===== config.mk =====
export PLATFORM = sky130hd
export DESIGN_NAME = dino_scene_compositor
export DESIGN_NICKNAME = d
export VERILOG_FILES = /design/src/rtl/dino_scene_compositor.sv
export SDC_FILE = /design/constraint.sdc
export NUM_CORES = 1
export LEC_CHECK = 0
export BUFFER_PORTS_ARGS = -buffer_cell sky130_fd_sc_hd__buf_4
export CORE_UTILIZATION = 50
export CTS_CLUSTER_SIZE = 16
export DETAILED_ROUTE_END_ITERATION = 8
export PLACE_DENSITY = 0.71
export SYNTH_ARGS = -nofsm -noshare
export SYNTH_HDL_FRONTEND = slang
export SYNTH_SLANG_ARGS = --single-unit
export TNS_END_PERCENT = 100

===== constraint.sdc =====
create_clock -name clk -period 5.7 [get_ports clk]
set_clock_uncertainty 0.1 [all_clocks]
set_input_delay 0.57 -clock clk [delete_from_list [all_inputs] [get_ports clk]]
set_output_delay 0.57 -clock clk [all_outputs]
set_load 0.03 [all_outputs]

===== src/rtl/dino_scene_compositor.sv =====
// Dino runner compositor: overlays the dino and NUM_OBST scrolling obstacles on a 1-bpp background,
// runs the IDLE/RUN/OVER game FSM and detects pixel-exact collisions. Optional: NIGHT_MODE_EN.
module dino_scene_compositor #(
    parameter int NUM_OBST    = 3,
    parameter int DINO_W      = 60,
    parameter int DINO_H      = 60,
    parameter int OBST_W      = 49,
    parameter int OBST_H      = 80,
    parameter int GROUND      = 335,
    parameter int SPAWN_X     = 550,
    parameter int SPACING     = 260,
    parameter int MIN_X       = 10,
    parameter int SPEED_INIT  = 1,
    parameter int SPEED_MAX   = 8,
    parameter int RAMP_FRAMES = 512,
    parameter int SCORE_DIV   = 8
) (
    input  logic                     clk,
    input  logic                     reset,
    input  logic                     pix_en,
    input  logic                     frame_end,
    input  logic                     active,
    input  logic [9:0]               x,
    input  logic [8:0]               y,
    input  logic [9:0]               dino_x,
    input  logic [8:0]               dino_y,
    input  logic                     start,
    input  logic                     bg_px,
    input  logic                     dino_px,
    input  logic [NUM_OBST-1:0]      obst_px,
    output logic [18:0]              img_addr,
    output logic [11:0]              dino_addr,
    output logic [13*NUM_OBST-1:0]   obst_addr,
    output logic [11:0]              rgb,
    output logic                     game_over,
    output logic [15:0]              score,
    output logic [3:0]               speed
);
    localparam int OBST_Y = GROUND - OBST_H;
    localparam int DIV_W  = $clog2(SCORE_DIV + 1);
    localparam int RAMP_W = $clog2(RAMP_FRAMES + 1);

    typedef enum logic [1:0] {ST_IDLE, ST_RUN, ST_OVER} state_t;

    state_t                state_q, state_d;
    logic [10:0]           ox_q [NUM_OBST];
    logic [10:0]           ox_d [NUM_OBST];
    logic [15:0]           score_q, score_d;
    logic [3:0]            speed_q, speed_d;
    logic [DIV_W-1:0]      div_cnt_q, div_cnt_d;
    logic [RAMP_W-1:0]     ramp_cnt_q, ramp_cnt_d;
    logic [9:0]            dx_q, dx_d;
    logic [8:0]            dy_q, dy_d;
    logic [18:0]           img_addr_q, img_addr_d;
    logic [11:0]           dino_addr_q, dino_addr_d;
    logic [13*NUM_OBST-1:0] obst_addr_q, obst_addr_d;
    logic                  dino_in_q, dino_in_d;
    logic [NUM_OBST-1:0]   obst_in_q, obst_in_d;
    logic                  act_q, act_d;
    logic [11:0]           rgb_q, rgb_d;
    logic                  game_over_q, game_over_d;

    logic                  dino_win;
    logic [11:0]           dino_addr_c;
    logic [NUM_OBST-1:0]   obst_win;
    logic [12:0]           obst_addr_c [NUM_OBST];
    logic                  hit_obst, collide, fg;
    logic [11:0]           pix_colour;

    assign dino_win = (x >= dx_q) && ({1'b0, x} < {1'b0, dx_q} + 11'(DINO_W)) &&
                      (y >= dy_q) && ({1'b0, y} < {1'b0, dy_q} + 10'(DINO_H));
    assign dino_addr_c = dino_win ?
        ({3'b0, y} - {3'b0, dy_q}) * 12'(DINO_W) + ({2'b0, x} - {2'b0, dx_q}) : 12'd0;

    // Channels parked beyond the right edge are not drawn at all.
    for (genvar gi = 0; gi < NUM_OBST; gi++) begin : g_obst
        assign obst_win[gi] = (ox_q[gi] < 11'd640) &&
                              ({1'b0, x} >= ox_q[gi]) && ({1'b0, x} < ox_q[gi] + 11'(OBST_W)) &&
                              (y >= 9'(OBST_Y)) && (y < 9'(GROUND));
        assign obst_addr_c[gi] = obst_win[gi] ?
            (13'(y) - 13'(OBST_Y)) * 13'(OBST_W) + (13'({1'b0, x}) - 13'(ox_q[gi])) : 13'd0;
    end

    // Stage-B terms: window flags from stage A, ROM bits returned for those addresses.
    assign hit_obst = |(obst_in_q & obst_px);
    assign fg       = (dino_in_q & dino_px) | hit_obst | bg_px;
    assign collide  = pix_en && (state_q == ST_RUN) && act_q && dino_in_q && dino_px && hit_obst;

    always_comb begin
        pix_colour = fg ? 12'h000 : 12'hFFF;
`ifdef NIGHT_MODE_EN
        if (score_q[8]) pix_colour = ~pix_colour;
`endif
        if (!act_q) pix_colour = 12'h000;
    end

    always_comb begin
        state_d     = state_q;
        ox_d        = ox_q;
        score_d     = score_q;
        speed_d     = speed_q;
        div_cnt_d   = div_cnt_q;
        ramp_cnt_d  = ramp_cnt_q;
        dx_d        = dx_q;
        dy_d        = dy_q;
        img_addr_d  = img_addr_q;
        dino_addr_d = dino_addr_q;
        obst_addr_d = obst_addr_q;
        dino_in_d   = dino_in_q;
        obst_in_d   = obst_in_q;
        act_d       = act_q;
        rgb_d       = rgb_q;

        if (frame_end) begin
            dx_d = dino_x;
            dy_d = dino_y;
        end

        if (pix_en) begin
            img_addr_d  = 19'(x) + 19'(y) * 19'd640;
            dino_addr_d = dino_addr_c;
            dino_in_d   = dino_win;
            obst_in_d   = obst_win;
            act_d       = active;
            for (int i = 0; i < NUM_OBST; i++) obst_addr_d[13*i +: 13] = obst_addr_c[i];
            rgb_d       = pix_colour;
        end

        case (state_q)
            ST_RUN: begin
                // A collision on the same clock as frame_end freezes the scene before it moves.
                if (collide) begin
                    state_d = ST_OVER;
                end else if (frame_end) begin
                    for (int i = 0; i < NUM_OBST; i++) begin
                        if (ox_q[i] < 11'(MIN_X) + {7'd0, speed_q})
                            ox_d[i] = ox_q[i] - {7'd0, speed_q} + 11'(NUM_OBST * SPACING);
                        else
                            ox_d[i] = ox_q[i] - {7'd0, speed_q};
                    end
                    if (div_cnt_q == DIV_W'(SCORE_DIV - 1)) begin
                        div_cnt_d = '0;
                        if (score_q != 16'hFFFF) score_d = score_q + 16'd1;
                    end else begin
                        div_cnt_d = div_cnt_q + DIV_W'(1);
                    end
                    if (ramp_cnt_q == RAMP_W'(RAMP_FRAMES - 1)) begin
                        ramp_cnt_d = '0;
                        if (speed_q < 4'(SPEED_MAX)) speed_d = speed_q + 4'd1;
                    end else begin
                        ramp_cnt_d = ramp_cnt_q + RAMP_W'(1);
                    end
                end
            end
            default: begin
                if (start) begin
                    state_d    = ST_RUN;
                    score_d    = '0;
                    speed_d    = 4'(SPEED_INIT);
                    div_cnt_d  = '0;
                    ramp_cnt_d = '0;
                    for (int i = 0; i < NUM_OBST; i++) ox_d[i] = 11'(SPAWN_X + i * SPACING);
                end
            end
        endcase

        game_over_d = (state_d == ST_OVER);
    end

    always_ff @(posedge clk or posedge reset) begin
        if (reset) begin
            state_q     <= ST_IDLE;
            for (int i = 0; i < NUM_OBST; i++) ox_q[i] <= 11'(SPAWN_X + i * SPACING);
            score_q     <= '0;
            speed_q     <= 4'(SPEED_INIT);
            div_cnt_q   <= '0;
            ramp_cnt_q  <= '0;
            dx_q        <= '0;
            dy_q        <= '0;
            img_addr_q  <= '0;
            dino_addr_q <= '0;
            obst_addr_q <= '0;
            dino_in_q   <= 1'b0;
            obst_in_q   <= '0;
            act_q       <= 1'b0;
            rgb_q       <= '0;
            game_over_q <= 1'b0;
        end else begin
            state_q     <= state_d;
            ox_q        <= ox_d;
            score_q     <= score_d;
            speed_q     <= speed_d;
            div_cnt_q   <= div_cnt_d;
            ramp_cnt_q  <= ramp_cnt_d;
            dx_q        <= dx_d;
            dy_q        <= dy_d;
            img_addr_q  <= img_addr_d;
            dino_addr_q <= dino_addr_d;
            obst_addr_q <= obst_addr_d;
            dino_in_q   <= dino_in_d;
            obst_in_q   <= obst_in_d;
            act_q       <= act_d;
            rgb_q       <= rgb_d;
            game_over_q <= game_over_d;
        end
    end

    assign img_addr  = img_addr_q;
    assign dino_addr = dino_addr_q;
    assign obst_addr = obst_addr_q;
    assign rgb       = rgb_q;
    assign game_over = game_over_q;
    assign score     = score_q;
    assign speed     = speed_q;
endmodule

### After elaboration in Yosys (flattened, before gate mapping)

Cells that the tools add are included.

* add/subtract/negate cells: 27
* multiply operators: 3
* order comparisons: 19
* equal/unequal tests: 11
* multiplexer cells: 38
* bitwise gates (word level): 4
* reductions and logical operators: 25

Operators by type and width (count)
* two-way mux 33 bit: 4
* two-way mux 16 bit: 6
* two-way mux 10 bit: 5
* less-than comparator 10 x 11 -> 1 bit: 4
* two-way mux 4 bit: 11
* adder 13 bit: 3
* two-way mux 13 bit: 3
* two-way mux 12 bit: 3
* subtractor 10 x 11 -> 12 bit: 3
* adder 11 x 10 -> 11 bit, second input constant: 3
* adder 11 x 6 -> 11 bit, second input constant: 3
* >= comparator 10 x 11 -> 1 bit: 3
* less-than comparator 11 x 10 -> 1 bit, second input constant: 3
* two-way mux 11 bit: 3
* subtractor 11 x 4 -> 11 bit: 3
* less-than comparator 11 bit: 2
* logical AND 1 bit: 20
* adder 10 x 19 -> 19 bit: 1
* adder 16 x 1 -> 16 bit, second input constant: 1
* != test 16 bit, second input constant: 1
* multiplier 10 x 7 -> 13 bit, second input constant: 1
* adder 12 bit: 1
* multiplier 12 x 4 -> 10 bit, second input constant: 1
* multiplier 9 x 3 -> 12 bit, second input constant: 1
* other kinds (29): 38

* flip-flop bits (word level): 176
* bits of input ports: 49
* output and inout bits: 103
* word-level logic and storage cells: 145

### Depth between registers and ports, before layout

* depth after elaboration: 9
* mapped depth: 22
* gate-level depth less buffers: 22

### Worst setup path after synthesis

No wires, ideal clock.

* path kind: input port to flip-flop
* from: in y[0]
* to: reg dino_addr_q[11], in the netlist dino_addr[11]
* library setup time: 0.137 ns
* data arrival time: 4.867 ns
* data required time: 5.463 ns
* slack: 0.596 ns
* stages: 21
* buffers on the path: 0
* cell sequence: inv_1 -> ha_1 -> inv_1 -> fa_1 -> xnor2_1 -> fa_1 -> inv_1 -> fa_1 -> ha_1 -> a21o_1 -> a21oi_1 -> xnor2_1 -> ha_1 -> or2_2 -> a21oi_1 -> a21oi_1 -> a21o_1 -> a21oi_1 -> xnor2_1 -> xnor2_1 -> o2bb2ai_1

* cells in the longest elaborated chain, start to end: 4
* elaborated cells on any way between the ends: 8
* those cells by class: add/sub (2); mul (1); order compare (2); mux (1); reduce/logical (2)

RTL lines
* start, declared: line 24 `input logic [8:0] y,`
* subtractor 9 x 9 -> 10 bit / >= comparator 9 bit (equally long branches): line 73, 71
* multiplier 12 x 4 -> 10 bit / logical AND 1 bit (equally long branches): line 73, 70
* adder 12 bit / logical AND 1 bit (equally long branches): line 73, 71
* two-way mux 12 bit *: line 72 `assign dino_addr_c = dino_win ?`
* end signal, assigned: line 198 `dino_addr_q <= dino_addr_d;`
* end, declared: line 55 `logic [11:0] dino_addr_q, dino_addr_d;`

Mark *: on every way between the ends. The rest lies on a longest branch, timed or not.
A chain may end at the register's enable or synchronous reset.

### Worst setup path after layout

Same ends and word-level chain as after synthesis.

==> results.yml <==
pwr:
  p_per_area_nw_per_um2: 591.9
  leakage_nw: 8.493
  ir_drop_v: 0.0004957
cts:
  postCtsSetupBuffers: 0
  cts_buffers: 17
  cts-root-buf: "clkbuf_16"
  htreeDepth: 4
  cts_hold_buf: 0
  cts_tree: "built"
  cts.clk_slew.worst_paths_ps: 70
  clk_path_buf_depth: 2
  postCtsResizedCells: 0
  clk_latency_ps: 460
  cts_sinks: 165
layout:
  diodes: 0
  final_cell_mix: "235 x ha_1, 166 x buf_4, 159 x inv_1"
  regArea_um2: 4148
  final_layout_size_suffix_gt1_share_pct: 13.39
  fin_util_pct: 58.00
  layoutNonFillerInstCount: 2330
  layout_commonest_cell: "ha_1"
  syn_to_final_growth_pct: 12.89
  multi_input_area_um2: 10870
  fill_cells: 2777
  nets: 2233
synthesis:
  synth-edff-count: 0
  synthFlopType: "dfrtp_1"
  netlist_instances: 1791
  yosysWarningCount: 0
  synth.distinct_cells: 80
  ys_seq_area_share_pct: 26.12
  synth_nets: 2103
  ys_seq_elements: 165
  syn_area_um2: 15880
  async_flop_share_pct: 100.0
  synth_area_per_cell_um2: 8.867
sta:
  setup_tns_ps: 0
  post-route-min-period_ps: 5135
  layout_setup_ws_ps: 564.7
  worst_pin_slew_ps: 1094
  maxSlewHeadroom_pct: 26.53
  hold_slack_ps: 128.5
  fmax_mhz: 194.7
  setup_viol: 0
  slew_viol_final: 0
  period_share_pct: 90.09
  rsz0062_at_grt: "false"
  hold_viol_final: 0
placed_design:
  gp_congestion: 0.9209
  placed_cells: 2298
  dp_slack_ps: 127.0
  portBuffers: 151
  dp_hpwl_um: 31950
critical_path:
  crit_fanout: 8
  start_kind: "primary input"
  cp.arrival_ps: 5380
  startpoint: "y[0]"
  end_kind: "flop"
  crit_required_ps: 5940
  critPathKind: "in -> reg"
  r2r_start: "dy_q[0]"
route:
  vias_per_cell: 5.785
  postRouteAntennaNets: 0
  dr.pass1.iters: 5
  vias: 13480
  routed_wl_um: 41450
  drc: 0
  routedWlPerCell_um: 17.79
  initialDrtViolationCount: 940
global_routing:
  grt_start_max_net_pins: 90
  globalRouteOverflowTotal: 0
  grt_pass1_vias: 13260
  grtUsageTotal_pct: 26.20
  antenna_found_initial: 1
  grt_pass1_wl_um: 68540
hold_path:
  hold_path_class: "in -> async"
floorplanning:
  dieArea_um2: 32480
  placementRows: 64
  die_h_um: 180.2
  die_w_um: 180.2
  coreArea_um2: 30910
  start_util_pct: 51.38
  io_pins: 152
status:
  status: "finished, final reports clean"
job:
  cap_violations: 0
## through the flow
step | area (um2) | total power, mW
floorplan | 15880 | 7.824
global placement | 17390 | 9.220
detailed placement | 17390 | 9.406
CTS | 17930 | 10.59
global route | 17930 | 11.67
finish | 17930 | 10.61
## logic make-up (layout without fill, tap and decap cells)
family / Yosys count / count (layout) / share of synthesized area [%]
compound gates: 474 / 474 / 19.91
xor+xnor: 201 / 201 / 11.22
fa+ha+maj: 263 / 263 / 22.04
buf+inv: 218 / 361 / 5.475
flops: 165 / 165 / 26.12
mux: 22 / 22 / 1.521
simple gates: 448 / 448 / 13.72
## report_power, final
part | internal [mW] | leakage [nW] | total (mW) | switching, mW
clock | 0.571 | 0.263 | 1.11 | 0.537
combinational | 3.48 | 6.13 | 7.76 | 4.27
sequential | 1.43 | 2.10 | 1.75 | 0.319
total | 5.49 | 8.49 | 10.6 | 5.13
## flip-flops by register name, summed over array words and instances (netlist names)
name / cells
act_q: 1
dino_in_q: 1
dy_q: 9
div_cnt_q: 4
obst_in_q: 3
ramp_cnt_q: 10
rgb: 1
state_q: 2
score: 16
img_addr: 19
obst_addr: 39
game_over: 1
dino_addr: 12
dx_q: 10
ox_q: 33
speed: 4
## worst paths after layout
path | depth (start not counted) | end | slack [ps]
setup / recovery | 23 | dino_addr[11] | 560
hold / removal | 2 | score[7] | 130
setup reg to reg | 21 | dino_addr[11] | 780
hold reg to reg | 1 | div_cnt_q[3] | 370
max in group asynchronous | 3 | obst_addr[0] | 4390
min in group clk | 3 | dy_q[7] | 230
## worst max-delay path: stages
cell and delay (ps):
buf_4 140, inv_1 270, ha_1 210, inv_1 50
fa_1 430, a21o_1 200, a21oi_1 180, xor2_1 490
xnor2_1 220, xnor2_1 190, fa_1 510, inv_1 40
ha_1 350, nand2_1 70, o21ai_0 220, nor2_1 80
xnor2_1 130, ha_1 340, a21o_1 160, a21oi_1 170
xnor2_1 150, xnor2_1 140, o2bb2ai_1 70
## layer usage
layer / global-route usage, % / part of all wire (%) / up-vias
li1: - / - / 6634
met1: 36.04 / 48 / 6497
met2: 42.59 / 46 / 299
met3: 3.840 / 3.9 / 50
met4: 7.795 / 1.8 / 0
met5: 0 / 0 / -
## synth_stat cells (6+ instances only)
cell type    n  share of area, %
a31oi_1     17              0.67
dfstp_2     15               2.5
ha_1       235                19
o21bai_1    22               1.0
or2_2        9              0.35
a21o_1      40               1.9
o41ai_1      7              0.39
a211oi_1    13              0.61
a41oi_1      8              0.44
o21ai_0     94               3.0
nand3_1     39               1.2
and2_1       8              0.32
nor4_1       6              0.24
buf_4       12              0.57
nand4_1     27               1.1
a21oi_1    120               3.8
xor2_1      56               3.1
o31a_1       6              0.33
clkbuf_1    37              0.87
nor3_1      51               1.6
and3_1       7              0.28
nand2_1    106               2.5
nand2b_1    15              0.59
mux2_2      17               1.2
xnor2_1    143               7.9
fa_1        28               3.5
o2bb2ai_1   38               2.1
nor2b_1     34               1.3
inv_1      160               3.8
nor2_1     117               2.8
o31ai_1      8              0.38
o21a_1      28               1.3
a22o_1      15              0.83
o211ai_1     9              0.43
or3_1       10              0.39
dfrtp_1    150                24
## area by class of cell
cell class / instances / share of cell area [%]
timing repair buffer: 167 / 7.063
tap: 396 / 2.764
multi-input combinational: 1408 / 60.61
clock inverter: 14 / 0.5583
inverter: 162 / 3.420
clock buffer: 18 / 2.450
sequential: 165 / 23.13
No activity file was read; power rests on OpenSTA's default activity.
